==> src/rtl/regfile_pkg.sv <==
// rtl/regfile_pkg.sv - shared widths and types for the register file writeback path
package regfile_pkg;

  localparam int XLEN     = 32;
  localparam int NUM_REGS = 32;
  localparam int ADDR_W   = 5;

  typedef logic [ADDR_W-1:0] reg_addr_t;
  typedef logic [XLEN-1:0]   word_t;

  // Round-robin pointer value: which requester is favoured when both are valid.
  typedef enum logic {
    REQ_ALU  = 1'b0,
    REQ_LOAD = 1'b1
  } req_idx_e;

endpackage

==> src/rtl/regfile_wb_arbiter_if.sv <==
// rtl/regfile_wb_arbiter_if.sv - writeback requester handshakes and register file write channel
interface regfile_wb_arbiter_if
  import regfile_pkg::*;
();

  logic      req0_valid;
  logic      req0_ready;
  reg_addr_t req0_addr;
  word_t     req0_data;

  logic      req1_valid;
  logic      req1_ready;
  reg_addr_t req1_addr;
  word_t     req1_data;

  logic      wr_ena;
  reg_addr_t wr_addr;
  word_t     wr_data;

  modport slave (
    input  req0_valid, req0_addr, req0_data,
    input  req1_valid, req1_addr, req1_data,
    output req0_ready, req1_ready,
    output wr_ena, wr_addr, wr_data
  );

  modport master (
    output req0_valid, req0_addr, req0_data,
    output req1_valid, req1_addr, req1_data,
    input  req0_ready, req1_ready,
    input  wr_ena, wr_addr, wr_data
  );

endinterface

==> src/rtl/decoder_5_to_32.sv <==
// rtl/decoder_5_to_32.sv - enabled 5-bit to one-hot 32-bit decoder
module decoder_5_to_32 (
  input  logic        en,
  input  logic [4:0]  sel,
  output logic [31:0] onehot
);

  always_comb begin
    onehot = '0;
    if (en) begin
      onehot[sel] = 1'b1;
    end
  end

endmodule

==> src/rtl/wb_rr_arbiter.sv <==
// rtl/wb_rr_arbiter.sv - 2-way writeback grant; WB_ARB_FIXED_PRIO_EN selects fixed priority (load wins)
module wb_rr_arbiter
  import regfile_pkg::*;
(
  input  logic clk,
  input  logic rst,
  input  logic valid0,
  input  logic valid1,
  output logic grant0,
  output logic grant1
);

`ifdef WB_ARB_FIXED_PRIO_EN

  logic unused_clk_rst;
  assign unused_clk_rst = clk ^ rst;

  always_comb begin
    grant1 = valid1;
    grant0 = valid0 && !valid1;
  end

`else

  req_idx_e ptr_q;
  req_idx_e ptr_d;

  always_ff @(posedge clk) begin
    if (!rst) begin
      ptr_q <= REQ_ALU;
    end else begin
      ptr_q <= ptr_d;
    end
  end

  // Grants follow valids only; the pointer moves only on a contested cycle.
  always_comb begin
    ptr_d  = ptr_q;
    grant0 = 1'b0;
    grant1 = 1'b0;
    if (valid0 && valid1) begin
      if (ptr_q == REQ_ALU) begin
        grant0 = 1'b1;
        ptr_d  = REQ_LOAD;
      end else begin
        grant1 = 1'b1;
        ptr_d  = REQ_ALU;
      end
    end else begin
      grant0 = valid0;
      grant1 = valid1;
    end
  end

`endif

endmodule

==> src/rtl/regfile_wb_arbiter.sv <==
// rtl/regfile_wb_arbiter.sv - shares the register file write port between ALU and load writeback
// and tracks pending writes for RAW stalls; WB_ARB_FIXED_PRIO_EN selects fixed-priority arbitration.
module regfile_wb_arbiter
  import regfile_pkg::*;
(
  input  logic                 clk,
  input  logic                 rst,
  regfile_wb_arbiter_if.slave  wb,
  input  logic                 iss_valid,
  input  reg_addr_t            iss_addr,
  input  reg_addr_t            chk_addr0,
  input  reg_addr_t            chk_addr1,
  output logic                 busy0,
  output logic                 busy1,
  output logic                 err_double_issue
);

  logic      grant0;
  logic      grant1;
  logic      hs;
  reg_addr_t sel_addr;
  word_t     sel_data;

  logic      wr_ena_q;
  reg_addr_t wr_addr_q;
  word_t     wr_data_q;

  logic [NUM_REGS-1:0] sb_q;
  logic [NUM_REGS-1:0] sb_d;
  logic [NUM_REGS-1:0] set_mask;
  logic [NUM_REGS-1:0] clr_mask;
  logic                double_issue;
  logic                err_q;

  wb_rr_arbiter u_arb (
    .clk    (clk),
    .rst    (rst),
    .valid0 (wb.req0_valid),
    .valid1 (wb.req1_valid),
    .grant0 (grant0),
    .grant1 (grant1)
  );

  assign wb.req0_ready = grant0;
  assign wb.req1_ready = grant1;
  assign hs            = grant0 || grant1;
  assign sel_addr      = grant1 ? wb.req1_addr : wb.req0_addr;
  assign sel_data      = grant1 ? wb.req1_data : wb.req0_data;

  // x0 writes complete the handshake but never raise the write enable.
  always_ff @(posedge clk) begin
    if (!rst) begin
      wr_ena_q  <= 1'b0;
      wr_addr_q <= '0;
      wr_data_q <= '0;
    end else begin
      wr_ena_q <= hs && (sel_addr != '0);
      if (hs) begin
        wr_addr_q <= sel_addr;
        wr_data_q <= sel_data;
      end
    end
  end

  assign wb.wr_ena  = wr_ena_q;
  assign wb.wr_addr = wr_addr_q;
  assign wb.wr_data = wr_data_q;

  decoder_5_to_32 u_set_dec (
    .en     (iss_valid && (iss_addr != '0)),
    .sel    (iss_addr),
    .onehot (set_mask)
  );

  decoder_5_to_32 u_clr_dec (
    .en     (wr_ena_q),
    .sel    (wr_addr_q),
    .onehot (clr_mask)
  );

  // Set after clear so a newly issued producer supersedes the committing one.
  always_comb begin
    sb_d    = (sb_q & ~clr_mask) | set_mask;
    sb_d[0] = 1'b0;
  end

  assign double_issue = |(set_mask & sb_q & ~clr_mask);

  always_ff @(posedge clk) begin
    if (!rst) begin
      sb_q  <= '0;
      err_q <= 1'b0;
    end else begin
      sb_q <= sb_d;
      if (double_issue) begin
        err_q <= 1'b1;
      end
    end
  end

  assign busy0            = (chk_addr0 != '0) && sb_q[chk_addr0];
  assign busy1            = (chk_addr1 != '0) && sb_q[chk_addr1];
  assign err_double_issue = err_q;

endmodule

==> src/flat_wrapper.sv <==
// flat-port wrapper written by rule: the top's interface ports become plain ports
module regfile_wb_arbiter_flat import regfile_pkg::*;
  (clk, rst, iss_valid, iss_addr, chk_addr0, chk_addr1, busy0, busy1, err_double_issue, wb_req0_valid, wb_req0_addr, wb_req0_data, wb_req1_valid, wb_req1_addr, wb_req1_data, wb_req0_ready, wb_req1_ready, wb_wr_ena, wb_wr_addr, wb_wr_data);
  regfile_wb_arbiter_if wb_i ();
  input  logic clk;
  input  logic rst;
  input  logic iss_valid;
  input  reg_addr_t iss_addr;
  input  reg_addr_t chk_addr0;
  input  reg_addr_t chk_addr1;
  output logic busy0;
  output logic busy1;
  output logic err_double_issue;
  input wire logic [$bits(wb_i.req0_valid)-1:0] wb_req0_valid;
  input wire logic [$bits(wb_i.req0_addr)-1:0] wb_req0_addr;
  input wire logic [$bits(wb_i.req0_data)-1:0] wb_req0_data;
  input wire logic [$bits(wb_i.req1_valid)-1:0] wb_req1_valid;
  input wire logic [$bits(wb_i.req1_addr)-1:0] wb_req1_addr;
  input wire logic [$bits(wb_i.req1_data)-1:0] wb_req1_data;
  output wire logic [$bits(wb_i.req0_ready)-1:0] wb_req0_ready;
  output wire logic [$bits(wb_i.req1_ready)-1:0] wb_req1_ready;
  output wire logic [$bits(wb_i.wr_ena)-1:0] wb_wr_ena;
  output wire logic [$bits(wb_i.wr_addr)-1:0] wb_wr_addr;
  output wire logic [$bits(wb_i.wr_data)-1:0] wb_wr_data;
  assign wb_i.req0_valid = wb_req0_valid;
  assign wb_i.req0_addr = wb_req0_addr;
  assign wb_i.req0_data = wb_req0_data;
  assign wb_i.req1_valid = wb_req1_valid;
  assign wb_i.req1_addr = wb_req1_addr;
  assign wb_i.req1_data = wb_req1_data;
  assign wb_req0_ready = wb_i.req0_ready;
  assign wb_req1_ready = wb_i.req1_ready;
  assign wb_wr_ena = wb_i.wr_ena;
  assign wb_wr_addr = wb_i.wr_addr;
  assign wb_wr_data = wb_i.wr_data;
  regfile_wb_arbiter u_core (.clk(clk), .rst(rst), .wb(wb_i), .iss_valid(iss_valid), .iss_addr(iss_addr), .chk_addr0(chk_addr0), .chk_addr1(chk_addr1), .busy0(busy0), .busy1(busy1), .err_double_issue(err_double_issue));
endmodule
==> config.mk <==
export PLATFORM = sky130hd
export DESIGN_NAME = regfile_wb_arbiter_flat
export DESIGN_NICKNAME = d
export VERILOG_FILES = /design/src/rtl/regfile_pkg.sv /design/src/rtl/regfile_wb_arbiter_if.sv /design/src/rtl/decoder_5_to_32.sv /design/src/rtl/wb_rr_arbiter.sv /design/src/rtl/regfile_wb_arbiter.sv /design/src/flat_wrapper.sv
export SDC_FILE = /design/constraint.sdc
export NUM_CORES = 1
export LEC_CHECK = 0
export ABC_AREA = 1
export BUFFER_PORTS_ARGS = -buffer_cell sky130_fd_sc_hd__buf_4
export CORE_UTILIZATION = 52
export CTS_CLUSTER_DIAMETER = 40
export DETAILED_ROUTE_END_ITERATION = 8
export PLACE_DENSITY = 0.83
export SLEW_MARGIN = 20
export SYNTH_ARGS = -nofsm -noshare
export SYNTH_HDL_FRONTEND = slang
export SYNTH_SLANG_ARGS = --single-unit
==> constraint.sdc <==
create_clock -name clk -period 2 [get_ports clk]
set_input_delay 0.1 -clock clk [delete_from_list [all_inputs] [get_ports clk]]
set_output_delay 0.1 -clock clk [all_outputs]
set_load 0.01 [all_outputs]
# Yosys cells after proc, flatten, opt, wreduce, memory -nomap -nowiden
# Index checks and enable logic that the tools add are counted.
# W data, S select, Z words.
dict set report word_totals {
  register_bits 72
  input_bits 94
  output_inout_bits 43
  word_cells 47
}
dict set report classes {
  n_lt_le_gt_ge 6
  n_mux 16
  bitwise 5
  reduce_logical 13
}
# cell count
set op_table {}
lappend op_table {{$and A32 B32 Y32} 3}
lappend op_table {{$mux W32} 3}
lappend op_table {{$not A32 Y32} 1}
lappend op_table {{$or A32 B32 Y32} 1}
lappend op_table {{$reduce_or A32 Y1} 1}
lappend op_table {{$lt A5 B6 Y1 const B} 4}
lappend op_table {{$reduce_bool A5 Y1} 4}
lappend op_table {{$bmux W1 S5} 2}
lappend op_table {{$demux W1 S5} 2}
lappend op_table {{$ge A5 B1 Y1 const B} 2}
lappend op_table {{$mux W1} 8}
lappend op_table {{$logic_and A1 B1 Y1} 7}
lappend op_table {{$mux W5} 1}
lappend op_table {{$logic_or A1 B1 Y1} 1}

# Depth between registers and ports, before layout
dict set report logic_depth {
  word_depth 8
  mapped_depth 10
  mapped_depth_nobuf 10
}

# Cells and area by module
# A second synthesis with hierarchy kept.
dict set report hier_totals {
  hier_cells 758
  area_unflattened_um2 4336.7
}
# module instances cells_per_inst area_each_um2
set by_module_without_submodules {}
lappend by_module_without_submodules {regfile_wb_arbiter 1 650 3882.5}
lappend by_module_without_submodules {decoder_5_to_32 2 50 200.2}
lappend by_module_without_submodules {wb_rr_arbiter 1 8 53.8}

# Worst setup path before layout
# Ideal clock, no wire load.
dict set report synth_timing {
  kind {register to register}
  from {register u_core.wr_addr_q[0] (netlist: u_core.wb.wr_addr[0])}
  to {register u_core.err_q (netlist: u_core.err_double_issue)}
  setup_ns 0.123
  t_arrival_ns 1.260
  required_ns 1.877
  setup_slack_ns 0.616
  stages_incl_launch_ff 10
  path_buffers 0
  synth_period_minus_slack_ns 1.384
  cell_sequence {dfxtp_1 nand2_1 nor2_4 nand2_1 nand3_1 nand2_1 nor2_1 nand2_1 nor2_1 a21oi_1}
}
dict set report synth_between {
  elab_chain_len 8
}
# item line
set synth_rtl {}
lappend synth_rtl {{start: declaration} regfile_wb_arbiter.sv:25} ;# reg_addr_t wr_addr_q;
lappend synth_rtl {{start signal: assignment} regfile_wb_arbiter.sv:59} ;# wr_addr_q <= sel_addr;
lappend synth_rtl {{$lt A5 B6 Y1 (not written as such) / $ge A5 B1 Y1 (equally long branches)} decoder_5_to_32.sv:11} ;# onehot[sel] = 1'b1;
lappend synth_rtl {{$logic_and A1 B1 Y1 (not written as such)} decoder_5_to_32.sv:11}
lappend synth_rtl {{$mux W1 (not written as such)} decoder_5_to_32.sv:11}
lappend synth_rtl {{$demux W1 S5 *} decoder_5_to_32.sv:11}
lappend synth_rtl {{$mux W32 *} decoder_5_to_32.sv:10} ;# if (en) begin
lappend synth_rtl {{$not A32 Y32 *} regfile_wb_arbiter.sv:87} ;# assign double_issue = |(set_mask & sb_q & ~clr_mask);
lappend synth_rtl {{$and A32 B32 Y32 *} regfile_wb_arbiter.sv:87}
lappend synth_rtl {{$reduce_or A32 Y1 *} regfile_wb_arbiter.sv:87}
lappend synth_rtl {{end signal: assignment} regfile_wb_arbiter.sv:92} ;# err_q <= 1'b0;
lappend synth_rtl {{end signal: assignment} regfile_wb_arbiter.sv:96} ;# err_q <= 1'b1;
lappend synth_rtl {{end: declaration} regfile_wb_arbiter.sv:33} ;# logic err_q;
# Mark *: on every way between the ends. The rest lies on a longest branch, timed or not.
# A chain may end at the register's enable or synchronous reset.

# Worst setup path after layout
dict set report layout_timing {
  from {register u_core.u_arb.ptr_q}
  to {output port wb_req1_ready}
}
dict set report layout_between {
  elab_chain_len 2
}
# item line
set layout_rtl {}
lappend layout_rtl {{start: declaration} wb_rr_arbiter.sv:25} ;# req_idx_e ptr_q;
lappend layout_rtl {{start signal: assignment} wb_rr_arbiter.sv:32} ;# ptr_q <= ptr_d;
lappend layout_rtl {{$mux W1} wb_rr_arbiter.sv:42} ;# if (ptr_q == REQ_ALU) begin
lappend layout_rtl {{$mux W1} wb_rr_arbiter.sv:41} ;# if (valid0 && valid1) begin
lappend layout_rtl {{end: declaration} flat_wrapper.sv:21} ;# output wire logic [$bits(wb_i.req1_ready)-1:0] wb_req1_ready;
# Every way passes these cells.

==> impl_metrics.toml <==
[place]
post-place-cells = 815
gp_congestion = 0.961
port_buffers = 136
place_hpwl_um = 10300

[power_and_ir_drop]
p_leak_nw = 2.25
switching_share = 0.270
p_seq_frac = 0.426
p_int_mw = 2.65
p_switching_mw = 0.979
power_frac_comb = 0.184
p_per_area_nw_per_um2 = 705
ir_worst_vdd_v = 0.000502
clkPwrFrac = 0.390

[die]
io_pins = 137
fp-row-count = 30
start_util = 0.548
coreArea_sq_um = 6940
die_x_um = 87.5
die_y_um = 87.5
die_area_sq_um = 7660

[final_layout]
fin_cells = 832
multi_input_area_sq_um = 2160
mostFrequentLayoutCell = "buf_4"
fill_cells = 561
antennaDiodeCount = 0
final_cell_mix = "buf_4, nor2_1, nand2_1, o21ai_0, nand3_1"
finalNetCount = 825
regArea_sq_um = 1420
drive_gt1_frac = 0.224
area_growth_pct = 35.3

[clock_tree]
h-tree-depth = 3
clockRootBuffer = "clkbuf_8"
cts_sinks = 71
cts.clk_slew.worst_paths_ns = 0.08
cts_tree = "yes"
cts_made_buffers = 9
clk_latency_ns = 0.34
clockBufferDepth = 2
post_cts_buffers = 0

[timing]
final_max_slew_viol_count = 0
hold_violations = 0
maxSlewHeadroom = 0.584
grt_setup_unrepaired = "no"
fin_worst_skew_ns = 0.00439
fin_tns_setup_ns = 0
period_share = 0.879
tightest_slew_ns = 0.622
post-route-min-period_ns = 1.76
setup_viol = 0
max_freq_mhz = 569

[synth]
yosysSeqAreaShare = 0.374
synth_ff_type = "dfxtp_1"
synth_cell_types = 23
synth.largest_area_cell = "dfxtp_1"
synthTopCellsByArea = "dfxtp_1, nor2_1, o21ai_0"
synth_top_area_frac = 0.374
syn_area_sq_um = 3800
syn-num-nets = 694
yosys_warnings = 0
synth-seq-cells = 71
synth_cells = 600
synthArstFlopShare = 0
syn_avg_cell_area_sq_um = 6.34
synth_edf_count = 0

[detailed_routing]
via_count = 4818
dr.pass1.iters = 6
via_per_inst = 5.79
ant_nets = 0
wl_per_cell_um = 16.6
drt_iter0_markers = 503
drc = 0
routed_wl_um = 13800

[status]
status = "completed"

[worst_setup_path]
path_max_fanout = 25
critPathLaunchType = "flop"
criticalPathCategory = "flop to primary output"
end_kind = "primary output"
critPathRequiredTime_ns = 1.90
cp.arrival_ns = 1.66

[grt]
grt-busiest-layer = "met2"
grt_pass1_vias = 4743
antenna_found_initial = 0
met3_usage = 0.0980
use_met1 = 0.383
met2_usage = 0.673
grt_first_pass_wirelength_um = 21800
grt_usage = 0.375
grt_max_degree = 40
grt_overflow = 0

[hold_path]
hold_path_class = "input pin to flop"

[run]
drv_cap = 0
## synth_stat cells, drive strengths merged (3+ instances only)
cell type / n
o211ai: 4
inv: 31
clkbuf: 14
a21oi: 54
o22ai: 3
nor2: 128
nand2: 94
o21ai: 93
nand3: 86
buf: 9
dfxtp: 71
## cells by family (layout without fill, tap and decap cells)
kind of cell	Yosys count	in the layout	share of synthesized area
AND/OR/NAND/NOR	313	313	0.350
AO/OA/AOI/OAI	159	159	0.216
flip-flops	71	71	0.374
buffers and inverters	56	192	0.0582
multiplexers	1	1	0.00263
## power by group through the flow
stage	Clock [mW]	Sequential [mW]	Combinational, mW
finish	1.41	1.55	0.667
global route	1.48	1.55	0.726
global placement	0	1.57	0.637
CTS	1.41	1.54	0.657
floorplan	0	1.60	0.269
detailed placement	0	1.58	0.653
## state kept, by name (all words and copies together), names as in the netlist
register and count:
u_core.wb.wr_ena 1, u_core.wb.wr_data 32, u_core.err_double_issue 1, u_core.wb.wr_addr 5, u_core.u_arb.ptr_q 1, u_core.sb_q 31
## area by class of cell
type	instances	share of cell area
repair buffers	143	0.209
inverters	33	0.0241
clock inverters	6	0.0209
multi-input cells	473	0.420
clock buffers	10	0.0267
well taps	96	0.0233
flip-flops and latches	71	0.276
## stage by stage
stage                     power, mW  worst slack, ns  hold slack [ns]  utilization  cell area [sq um]
after floorplan                1.87            0.616            0.255            -               3800
after global placement         2.21            0.414            0.356        0.705               4890
after detailed placement       2.23            0.366            0.357        0.705               4890
after CTS                      3.62            0.247          0.00263        0.740               5140
after global routing           3.76           0.0218           0.0174        0.741               5150
final                          3.63            0.242          0.00857        0.741               5150
## routing by layer
layer	share of wire	wire length, um	vias to the layer above
met5	0	0	-
met4	0.059	813	0
met3	0.091	1260	67
met2	0.50	6850	307
met1	0.35	4860	2158
li1	-	-	2286
## path summary, 6_finish.rpt
check | slack, ns | cells past startpoint | start | endpoint
worst min-delay path | 0.009 | 3 | wb_req1_data[29] | u_core.wb.wr_data[29]
worst min register to register | 0.48 | 2 | u_core.u_arb.ptr_q | u_core.u_arb.ptr_q
worst max-delay path | 0.24 | 6 | u_core.u_arb.ptr_q | wb_req1_ready
worst max register to register | 0.30 | 10 | u_core.wb.wr_addr[0] | u_core.err_double_issue
## worst max-delay path, cell delays in order, from the launching register on
cell	delay, ns
dfxtp_1	0.30
inv_1	0.08
nand2_1	0.06
nand2_1	0.08
clkinv_1	0.30
buf_4	0.33
buf_4	0.17
## timing repair
action,in CTS,in global routing
setup endpoints to repair,0,1
hold endpoints to repair,0,1
hold buffers,0,1
gates resized for setup,0,1
Power figures use the tool's default switching activity.
